$ cat src/rtl/down_counter_2d_rd.sv
// Read-side address sequencer: walks a ROWS x COLS tile from bottom-right to
// top-left, one address per accepted valid/ready beat, and pulses done at the end.
module down_counter_2d_rd #(
  parameter int ROWS      = 14,
  parameter int COLS      = 14,
  parameter int ROW_W     = 4,
  parameter int COL_W     = 4,
  parameter int STRIDE    = 1,
  parameter int ROW_PITCH = 14,
  parameter int ADDR_W    = 8
) (
  input  logic              clk,
  input  logic              rst_n,
  input  logic              start_i,
  input  logic [ADDR_W-1:0] base_i,
  output logic [ADDR_W-1:0] addr_o,
  output logic              valid_o,
  input  logic              ready_i,
  output logic [ROW_W-1:0]  row_o,
  output logic [COL_W-1:0]  col_o,
  output logic              last_o,
  output logic              busy_o,
  output logic              done_o
);

  typedef enum logic [1:0] {S_IDLE, S_RUN, S_DONE} state_t;

  localparam logic [ROW_W-1:0]  ROW_TOP  = ROW_W'(ROWS - 1);
  localparam logic [COL_W-1:0]  COL_TOP  = COL_W'(COLS - 1);
  localparam logic [ADDR_W-1:0] PITCH_A  = ADDR_W'(ROW_PITCH);
  localparam logic [ADDR_W-1:0] STRIDE_A = ADDR_W'(STRIDE);

  state_t            state_q, state_d;
  logic [ROW_W-1:0]  row_q, row_d;
  logic [COL_W-1:0]  col_q, col_d;
  logic [ADDR_W-1:0] base_q, base_d;
  logic              at_end, beat;

  assign at_end = (row_q == '0) && (col_q == '0);
  assign beat   = (state_q == S_RUN) && ready_i;

  always_ff @(posedge clk) begin
    if (!rst_n) begin
      state_q <= S_IDLE;
      row_q   <= '0;
      col_q   <= '0;
      base_q  <= '0;
    end else begin
      state_q <= state_d;
      row_q   <= row_d;
      col_q   <= col_d;
      base_q  <= base_d;
    end
  end

  always_comb begin
    state_d = state_q;
    case (state_q)
      S_IDLE:  if (start_i) state_d = S_RUN;
      S_RUN:   if (beat && at_end) state_d = S_DONE;
      S_DONE:  state_d = S_IDLE;
      default: state_d = S_IDLE;
    endcase
  end

  // Counters only move on an accepted beat; the final beat leaves them at 0/0.
  always_comb begin
    row_d  = row_q;
    col_d  = col_q;
    base_d = base_q;
    if (state_q == S_IDLE && start_i) begin
      row_d  = ROW_TOP;
      col_d  = COL_TOP;
      base_d = base_i;
    end else if (beat && !at_end) begin
      if (col_q != '0) begin
        col_d = col_q - 1'b1;
      end else begin
        col_d = COL_TOP;
        row_d = row_q - 1'b1;
      end
    end
  end

  always_comb begin
    valid_o = (state_q == S_RUN);
    busy_o  = (state_q == S_RUN) || (state_q == S_DONE);
    done_o  = (state_q == S_DONE);
    last_o  = (state_q == S_RUN) && at_end;
    row_o   = row_q;
    col_o   = col_q;
    // Modulo-2^ADDR_W arithmetic; overflow wraps silently.
    addr_o  = base_q + ADDR_W'(row_q) * PITCH_A + ADDR_W'(col_q) * STRIDE_A;
  end

endmodule

$ cat config.mk
export PLATFORM = sky130hd
export DESIGN_NAME = down_counter_2d_rd
export DESIGN_NICKNAME = d
export VERILOG_FILES = /design/src/rtl/down_counter_2d_rd.sv
export SDC_FILE = /design/constraint.sdc
export NUM_CORES = 1
export LEC_CHECK = 0
export ABC_AREA = 1
export BUFFER_PORTS_ARGS = -buffer_cell sky130_fd_sc_hd__buf_2
export CAP_MARGIN = 20
export CORE_MARGIN = 5
export CORE_UTILIZATION = 50
export DETAILED_ROUTE_END_ITERATION = 7
export PLACE_DENSITY_LB_ADDON = 0.15
export SLEW_MARGIN = 20
export SYNTH_ARGS = -nofsm -noshare
export SYNTH_HDL_FRONTEND = slang
export SYNTH_SLANG_ARGS = --single-unit
$ cat constraint.sdc
create_clock -name clk -period 3.35 [get_ports clk]
set_clock_uncertainty 0.2 [all_clocks]
set_input_delay 0.67 -clock clk [delete_from_list [all_inputs] [get_ports clk]]
set_output_delay 0.67 -clock clk [all_outputs]
set_load 0.01 [all_outputs]
==> results of run 1 <==
-- Yosys cell counts (all sizes together) --
| cell | count | area [um^2] |
|---|---|---|
| nand2 | 47 | 178.9 |
| inv | 41 | 153.9 |
| ha | 25 | 312.8 |
| nor2 | 23 | 96.35 |
| dfxtp | 18 | 360.4 |
| o21ai | 14 | 70.07 |
| nand3 | 11 | 60.06 |
| a21oi | 8 | 43.79 |
| fa | 8 | 160.2 |
| xnor2 | 4 | 35.03 |
| xor2 | 4 | 35.03 |
| a31oi | 3 | 18.77 |
| nand4 | 3 | 25.02 |
| buf | 2 | 12.51 |
| a211oi | 1 | 7.510 |
| nand3b | 1 | 7.510 |
| o21bai | 1 | 7.510 |
| or2 | 1 | 6.260 |
-- through the flow --
| step | utilization, % | hold WS (ps) | cells | setup TNS [ps] | setup slack [ps] |
|---|---|---|---|---|---|
| after floorplan | - | 259.2 | 215 | -435.8 | -158.6 |
| final | 70.61 | 310.3 | 310 | -2572 | -662.4 |
| after CTS | 66.68 | 311.1 | 307 | -2905 | -711.7 |
| after global placement | 64.26 | 279.8 | 303 | -1034 | -339.8 |
| after global routing | 70.61 | 324.2 | 310 | -3268 | -809.6 |
| after detailed placement | 64.26 | 287.2 | 303 | -1183 | -387.9 |
-- layout make-up --
class                      instances  area share [%]
clock buffer                       4           1.683
inverter                          41           7.371
sequential                        18           17.18
multi-input combinational        154           56.47
timing repair buffer              49           14.74
tap                               44           2.554
-- metal layers --
layer | global-route usage, % | vias up | wire length [um]
met5 | 0 | - | 0
met4 | 4.569 | 0 | 56
met3 | 2.721 | 6 | 112
met2 | 35.69 | 24 | 2073
met1 | 22.06 | 702 | 1641
li1 | - | 769 | -
-- power groups by stage --
stage / clock network [W] / logic (W) / registers [W]
global route: 0.000155 / 0.00107 / 0.000286
finish: 0.000141 / 0.000959 / 0.000282
detailed placement: 0 / 0.000790 / 0.000287
global placement: 0 / 0.000772 / 0.000286
CTS: 0.000145 / 0.000836 / 0.000282
floorplan: 0 / 0.000504 / 0.000296
-- worst max path at each step --
stage | end | slack (ps) | cells after the start
4_1_cts | addr_o[7] | -710 | 14
2_1_floorplan | addr_o[7] | -160 | 13
6_report | addr_o[7] | -660 | 13
3_5_place_dp | addr_o[7] | -390 | 14
3_3_place_gp | addr_o[7] | -340 | 14
5_1_grt | addr_o[7] | -810 | 12
-- worst min-delay path: stages (launching register included) --
cell and delay, ps:
dfxtp_1 350, nor2_1 50, nor2_1 80
-- kinds of logic after synthesis --
group,after synthesis,synth area share [%]
simple gates,86,23.51
buf+inv,43,10.46
fa+ha+maj,33,29.72
compound gates,27,9.277
flops,18,22.64
xor+xnor,8,4.402
-- sequential cells by signal (all words and copies together) (netlist names) --
signal	flops
base_q	8
col_o	4
row_o	4
state_q	2
-- what timing repair did --
item | 4_1_cts | 5_1_grt
hold buffers | 0 | 0
pin swaps | 15 | 17
endpoints found under the setup margin | 6 | 6
resized for setup | 10 | 23
buffers inserted | 1 | 3
endpoints found under the hold margin | 0 | 0
==> out/qor.yml, run 1 <==
final_layout:
  final_area_um2: 2156
  multi_input_area_um2: 1217
  seq_area_um2: 370.4
  fin_nets: 312
  n_antenna_cell: 0
  drive_above_1_share_pct: 34.59
  fillers: 273
  area_growth_pct: 35.46
  most-common-layout-cells: "nand2_1 (42), inv_1 (33), buf_2 (29), nor2_1 (21), ha_1 (18)"
  layout_commonest_cell: "nand2_1"
synthesis:
  syn_inst: 215
  yosys_warnings: 0
  synth_area_um2: 1592
  ys_seq_area_share_pct: 22.64
  yosys_register_bits: 18
  syn_nets: 260
  ys_types: 26
  avgSynthCellArea_um2: 7.402
sta:
  setup_slack_ps: -662.4
  drv_slew: 0
  slew_headroom_pct: 59.61
  layout_min_cycle_time_ps: 4012
  fmax_mhz: 249.2
  post-route-period-util_pct: 119.8
  worst_pin_slew_ps: 604.5
  hold_viol: 0
  rsz0062_at_grt: "yes"
  setup_viol: 5
setup_path:
  required_ps: 2480
  path_cells: "fa_1 > inv_1 > fa_2 > xnor2_2 > ha_1 > ha_4 > nand2_2 > nor2_1 > nand2_1 > nand3_2 > nand3b_1 > nand2_2 > buf_6"
  rr_startpoint: "state_q[0]"
  crit_top_cell: "nand2_2"
  critPathMaxStageDelay_ps: 590
  path_delay_family: "adder cells"
  path_buf_inv: 2
  startpoint_type: "flip-flop"
  crit_start: "row_o[1]"
  crit_type: "flip-flop to primary output"
  reg2reg_slack_ps: 1360
  rr_endpoint: "base_q[5]"
  slowest_stage: "fa_1"
  arrival_ps: 3140
  rr_worst_depth: 6
  cp_max_fo: 4
  end_kind: "primary output"
global_route:
  grt_max_degree: 20
  antenna_found_initial: 0
  grt_pass1_wl_mm: 6.437
  grtUsageTotal_pct: 18.92
  grt_pass1_vias: 1485
  grt_overflow: 0
clock_tree:
  cts_tree: "yes"
  clk_path_buf_depth: 2
  clkSinkCount: 18
  cts_made_buffers: 3
  htreeDepth: 1
  clkSlewWorstSetupHoldPaths_ps: 120
  insertion_delay_ps: 300
  cts_root_buf: "clkbuf_4"
power:
  cell_internal_pwr_w: 0.0007806
  pwr-share-comb_pct: 69.4
  p_seq_share_pct: 20.4
  pwr-share-clk_pct: 10.2
  power_density_nw_per_um2: 640.8
  p_sw_w: 0.0006008
  p_total_w: 0.001381
  swShare_pct: 43.49
  leakagePower_nw: 1.145
  max-vdd-ir-drop_mv: 0.2777
hold_path:
  worstHoldStart: "base_q[0]"
  min_path_cells: 2
  hp-class: "flip-flop to flip-flop"
  hold_path_end: "base_q[0]"
run_status:
  status: "finished, violations left"
  violations: "negative setup slack"
job:
  cap_violations: 0
drt:
  drc: 0
  vias_per_cell: 4.842
  vias: 1501
  drtAntennaViolNets: 0
  wl_per_cell_um: 12.53
  first_pass_iters: 4
  first_iter_violations: 58
  drt-total-wl_mm: 3.884
floorplanning:
  std_cell_rows: 20
  die_w_um: 66.42
  io_pins: 32
  core_um2: 3053
  start_util_pct: 52.13
  die_y_um: 66.42
  die-area_um2: 4412
placed_design:
  dp_hpwl_mm: 2.938
  placed_cell_area_um2: 1962
  place.gp.congestion: 0.7688
  io_buffers: 31
(Power assumes the default switching activity.)
==> run 2: changes to the inputs <==
- CORE_ASPECT_RATIO: unset -> 1.4
==> run 2 against run 1 <==
Net effect: the run still ends with negative setup slack left; count of clock-buffer cells in the layout unchanged; global-route usage up 0.16 points; combinational power down 7.0%; die area up 0.35%; critical path type unchanged.
==> out/qor.yml, run 2 (synthesized netlist as in run 1, its figures left out) <==
power:
  p_sw_w: 0.0005763
  power_density_nw_per_um2: 640.0
  swShare_pct: 42.61
  cell_internal_pwr_w: 0.0007761
  pwr-share-comb_pct: 66.0
  leakagePower_nw: 1.138
  max-vdd-ir-drop_mv: 0.4086
  p_seq_share_pct: 20.9
  pwr-share-clk_pct: 13.1
  p_total_w: 0.001352
clock_tree:
  cts_made_buffers: 3
  htreeDepth: 1
  clk_path_buf_depth: 2
  cts_root_buf: "clkbuf_8"
  clkSinkCount: 18
  cts_tree: "yes"
  postCtsHoldBufs: 0
  insertion_delay_ps: 250
  clkSlewWorstSetupHoldPaths_ps: 70
setup_path:
  rr_startpoint: "state_q[0]"
  crit_type: "flip-flop to primary output"
  reg2reg_slack_ps: 1420
  rr_worst_depth: 6
  rr_endpoint: "base_q[4]"
  arrival_ps: 3030
  slowest_stage: "fa_1"
  startpoint_type: "flip-flop"
  critPathMaxStageDelay_ps: 530
  end_kind: "primary output"
  required_ps: 2480
  cp_max_fo: 4
  crit_top_cell: "inv_2"
  path_cells: "fa_1 > ha_2 > inv_2 > fa_2 > inv_2 > ha_4 > ha_4 > inv_2 > o21bai_4 > nand2_1 > nand3_2 > nand3b_1 > nand2_2 > buf_2"
final_layout:
  most-common-layout-cells: "nand2_1 (45), inv_1 (36), buf_2 (31), nor2_1 (21)"
  fin_nets: 313
  n_antenna_cell: 0
  fin_cells: 306
  fillers: 275
  area_growth_pct: 32.78
  regMostFlops: "base_q"
  largest_reg_flops: 8
  layout_commonest_cell: "nand2_1"
  drive_above_1_share_pct: 31.46
  finish.utilization_pct: 68.33
sta:
  setup_slack_ps: -554.3
  slew_headroom_pct: 60.69
  drv_slew: 0
  setup_viol: 6
  hold_viol: 0
  timing.setup.tns_ps: -2265
  rsz0062_at_grt: "yes"
  worst_pin_slew_ps: 588.3
  post-route-period-util_pct: 116.5
  fmax_mhz: 256.1
  layout_min_cycle_time_ps: 3904
drt:
  first_pass_iters: 4
  vias_per_cell: 4.993
  first_iter_violations: 44
  vias: 1528
  wl_per_cell_um: 12.73
  drc: 0
  drt-total-wl_mm: 3.894
  drtAntennaViolNets: 0
placed_design:
  dp_hpwl_mm: 3.097
  io_buffers: 31
  place.gp.congestion: 0.8218
  dp.cells: 301
global_route:
  grtUsageTotal_pct: 19.08
  antenna_found_initial: 0
  grt_pass1_wl_mm: 6.658
  grt_max_degree: 20
  grt_overflow: 0
  grt_pass1_vias: 1567
hold_path:
  hp-class: "flip-flop to flip-flop"
  hold_path_end: "base_q[6]"
  worstHoldStart: "base_q[6]"
  min_path_cells: 2
run_status:
  status: "finished, violations left"
  violations: "negative setup slack"
job:
  cap_violations: 0
floorplanning:
  die_y_um: 76.76
  core_um2: 3093
  io_pins: 32
  die_w_um: 57.68
  die-area_um2: 4427
  std_cell_rows: 24
  start_util_pct: 51.46
## run 2: worst max-delay path by stage
stage	startpoint	end	slack [ps]	depth (start not counted)
floorplan	row_o[0]	addr_o[7]	-160	13
global placement	row_o[1]	addr_o[7]	-310	14
detailed placement	row_o[0]	addr_o[7]	-330	14
CTS	row_o[1]	addr_o[7]	-590	12
global route	row_o[1]	addr_o[7]	-700	12
finish	row_o[0]	addr_o[7]	-550	14
## run 2: power by group through the flow
stage / Clock [W] / Sequential (W) / Combinational, W
after detailed placement: 0 / 0.000287 / 0.000807
after global placement: 0 / 0.000286 / 0.000787
after floorplan: 0 / 0.000296 / 0.000504
final: 0.000177 / 0.000283 / 0.000892
after CTS: 0.000181 / 0.000283 / 0.000852
after global routing: 0.000194 / 0.000287 / 0.00100
## run 2: per-stage QoR
| step | setup WS, ps | hold WS (ps) | area [um^2] |
|---|---|---|---|
| 3_3_place_gp | -312.4 | 275.0 | 1978 |
| 6_report | -554.3 | 296.4 | 2113 |
| 3_5_place_dp | -325.0 | 285.3 | 1978 |
| 5_1_grt | -704.2 | 318.0 | 2113 |
| 2_1_floorplan | -158.6 | 259.2 | 1652 |
| 4_1_cts | -590.5 | 296.1 | 2069 |
## run 2: cell type report
type	instances	area, um^2	share of cell area [%]
Inverter	41	153.9	7.282
Timing Repair Buffer	50	301.5	14.27
Sequential cell	18	367.9	17.41
Multi-Input combinational cell	154	1186	56.13
Tap cell	39	48.80	2.309
Clock buffer	4	55.05	2.605
## run 2: per-layer routing
metal,track usage (%),vias to the layer above,part of all wire [%]
met5,0,-,0
met4,8.353,0,2.0
met3,2.185,9,3.3
met2,36.54,35,58
met1,19.83,711,37
li1,-,773,-
## run 2: what timing repair did
item | CTS | global route
buffers inserted | 1 | 0
resized for setup | 10 | 6
hold endpoints to repair | 0 | 0
pin swaps | 7 | 6
endpoints found under the setup margin | 6 | 6
## run 2: worst max-delay path, delay by kind of cell, from the launching register on
family	cells	cell delay [ps]
and+or+nand+nor	4	380
buffers and inverters	4	280
AOI/OAI and AO/OA	1	60
adders and majority gates	5	1710
DFF	1	350
==> run 3: changes to the inputs <==
- BUFFER_PORTS_ARGS: -buffer_cell sky130_fd_sc_hd__buf_2 -> -buffer_cell sky130_fd_sc_hd__clkbuf_2
- CORE_UTILIZATION: 50 -> 59
- clock period: 3.35 -> 4.55 ns (I/O delays scaled with it)
==> run 3 against run 2 <==
Net effect: the flow now finishes without violations; highest routed layer unchanged; critical path depth unchanged; sequential share of layout area grew 2.2 points; design area decreased by 11%; worst hold slack improved by 5.7 ps; utilization grew 3.3 points; global-route usage up 1.5 points; total power is 39% lower; count of clock-buffer cells in the layout is the same; setup slack improved by 710 ps; non-clock buffer count decreased by 16; cell count down 6.2%; first-iteration DRC count decreased by 14%.
==> out/qor.yml, run 3 (synthesized netlist as in run 1, its figures left out) <==
run_status:
  status: "finished clean"
power:
  power_density_nw_per_um2: 438.1
  max-vdd-ir-drop_mv: 0.2745
  leakagePower_nw: 1.042
global_route:
  grt_max_degree: 20
  grtUsageTotal_pct: 20.59
  grt_overflow: 0
  grt_pass1_wl_mm: 5.913
  grt_pass1_vias: 1401
  antenna_found_initial: 0
final_layout:
  regMostFlops: "base_q"
  seq_area_um2: 366.6
  n_antenna_cell: 0
  area_growth_pct: 17.77
  fin_cells: 287
  most-common-layout-cells: "nand2_1 (46), inv_1 (40), clkbuf_2 (31), ha_1 (23), nor2_1 (21)"
  multi_input_area_um2: 1095
  fin_nets: 297
  layout_commonest_cell: "nand2_1"
  fillers: 247
  largest_reg_flops: 8
  drive_above_1_share_pct: 20.32
setup_path:
  crit_top_cell: "inv_1"
  rr_endpoint: "base_q[0]"
  reg2reg_slack_ps: 2620
  path_cells: "fa_1 > ha_1 > inv_1 > fa_1 > inv_1 > ha_1 > ha_4 > inv_1 > o21bai_1 > nand2_1 > nand3_1 > nand3b_1 > nand2_1 > clkbuf_2"
  startpoint_type: "flip-flop"
  required_ps: 3440
  end_kind: "primary output"
  path_buf_inv: 4
  crit_type: "flip-flop to primary output"
  slowest_stage: "fa_1"
  rr_startpoint: "state_q[0]"
  rr_worst_depth: 6
  arrival_ps: 3280
  path_delay_family: "adder cells"
  cp_max_fo: 4
  critPathMaxStageDelay_ps: 540
placed_design:
  dp_hpwl_mm: 2.790
  dp.cells: 281
  preCtsSetupSlack_ps: 337.0
  io_buffers: 31
  place.gp.congestion: 0.8184
sta:
  post-route-period-util_pct: 96.56
  worst_pin_slew_ps: 576.3
  rsz0062_at_grt: "no"
  fmax_mhz: 227.6
  drv_slew: 0
  timing.setup.tns_ps: 0
  slew_headroom_pct: 61.49
  layout_min_cycle_time_ps: 4394
  fin_hold_ws_ps: 302.0
  hold_viol: 0
  setup_viol: 0
  setup_slack_ps: 156.4
clock_tree:
  postCtsHoldBufs: 0
  clkSinkCount: 18
  clk_path_buf_depth: 2
  cts_tree: "yes"
  clkSlewWorstSetupHoldPaths_ps: 110
  htreeDepth: 1
  cts_root_buf: "clkbuf_4"
  insertion_delay_ps: 310
  cts_made_buffers: 3
floorplanning:
  start_util_pct: 60.86
  std_cell_rows: 22
  io_pins: 32
  die_y_um: 71.46
  die_w_um: 53.90
  die-area_um2: 3851
  core_um2: 2615
drt:
  vias: 1429
  wl_per_cell_um: 12.09
  first_iter_violations: 38
  drc: 0
  drtAntennaViolNets: 0
  first_pass_iters: 4
  vias_per_cell: 4.979
  drt-total-wl_mm: 3.469
job:
  cap_violations: 0
hold_path:
  worstHoldStart: "base_q[5]"
  hold_path_end: "base_q[5]"
  min_path_cells: 2
  hp-class: "flip-flop to flip-flop"
run 3: metal layers:
metal / track usage (%) / vias up / routed length (um)
li1: - / 745 / -
met1: 22.12 / 645 / 1398
met2: 38.41 / 31 / 1897
met3: 2.911 / 8 / 107
met4: 7.670 / 0 / 65
met5: 0 / - / 0
run 3: how the worst max path moves through the flow:
stage / start / to / cells after the start
3_3_place_gp: row_o[0] / addr_o[6] / 13
2_1_floorplan: row_o[0] / addr_o[7] / 13
6_report: row_o[0] / addr_o[7] / 14
3_5_place_dp: row_o[0] / addr_o[7] / 14
4_1_cts: row_o[0] / addr_o[7] / 14
5_1_grt: row_o[0] / addr_o[7] / 14
run 3: metrics by stage:
stage / instance area [um^2] / total power [W] / utilization, %
after detailed placement: 1787 / 0.0006927 / 68.33
after global placement: 1787 / 0.0006825 / 68.33
after global routing: 1874 / 0.0009110 / 71.67
after CTS: 1824 / 0.0007990 / 69.76
final: 1874 / 0.0008212 / 71.67
after floorplan: 1592 / 0.0005520 / -
run 3: worst min-delay path: stages (launching register included):
cell and delay (ps):
dfxtp_1 330, nor2_1 90, nor2_1 50
run 3: where the power goes:
part	internal, W	switching [W]	total, W
sequential	0.000183	0.0000270	0.000210
combinational	0.000214	0.000294	0.000508
clock	0.0000489	0.0000542	0.000103
total	0.000446	0.000375	0.000821
run 3: layout make-up:
type	count	share of cell area (%)
inverter	41	8.211
multi-input combinational	154	58.41
clock buffer	4	1.936
tap	36	2.403
timing repair buffer	34	9.479
sequential	18	19.56
run 3: repair_timing:
item	4_1_cts	5_1_grt
gates resized for setup	1	6
pin swaps	0	2
setup endpoints to repair	1	3
buffers inserted	0	2
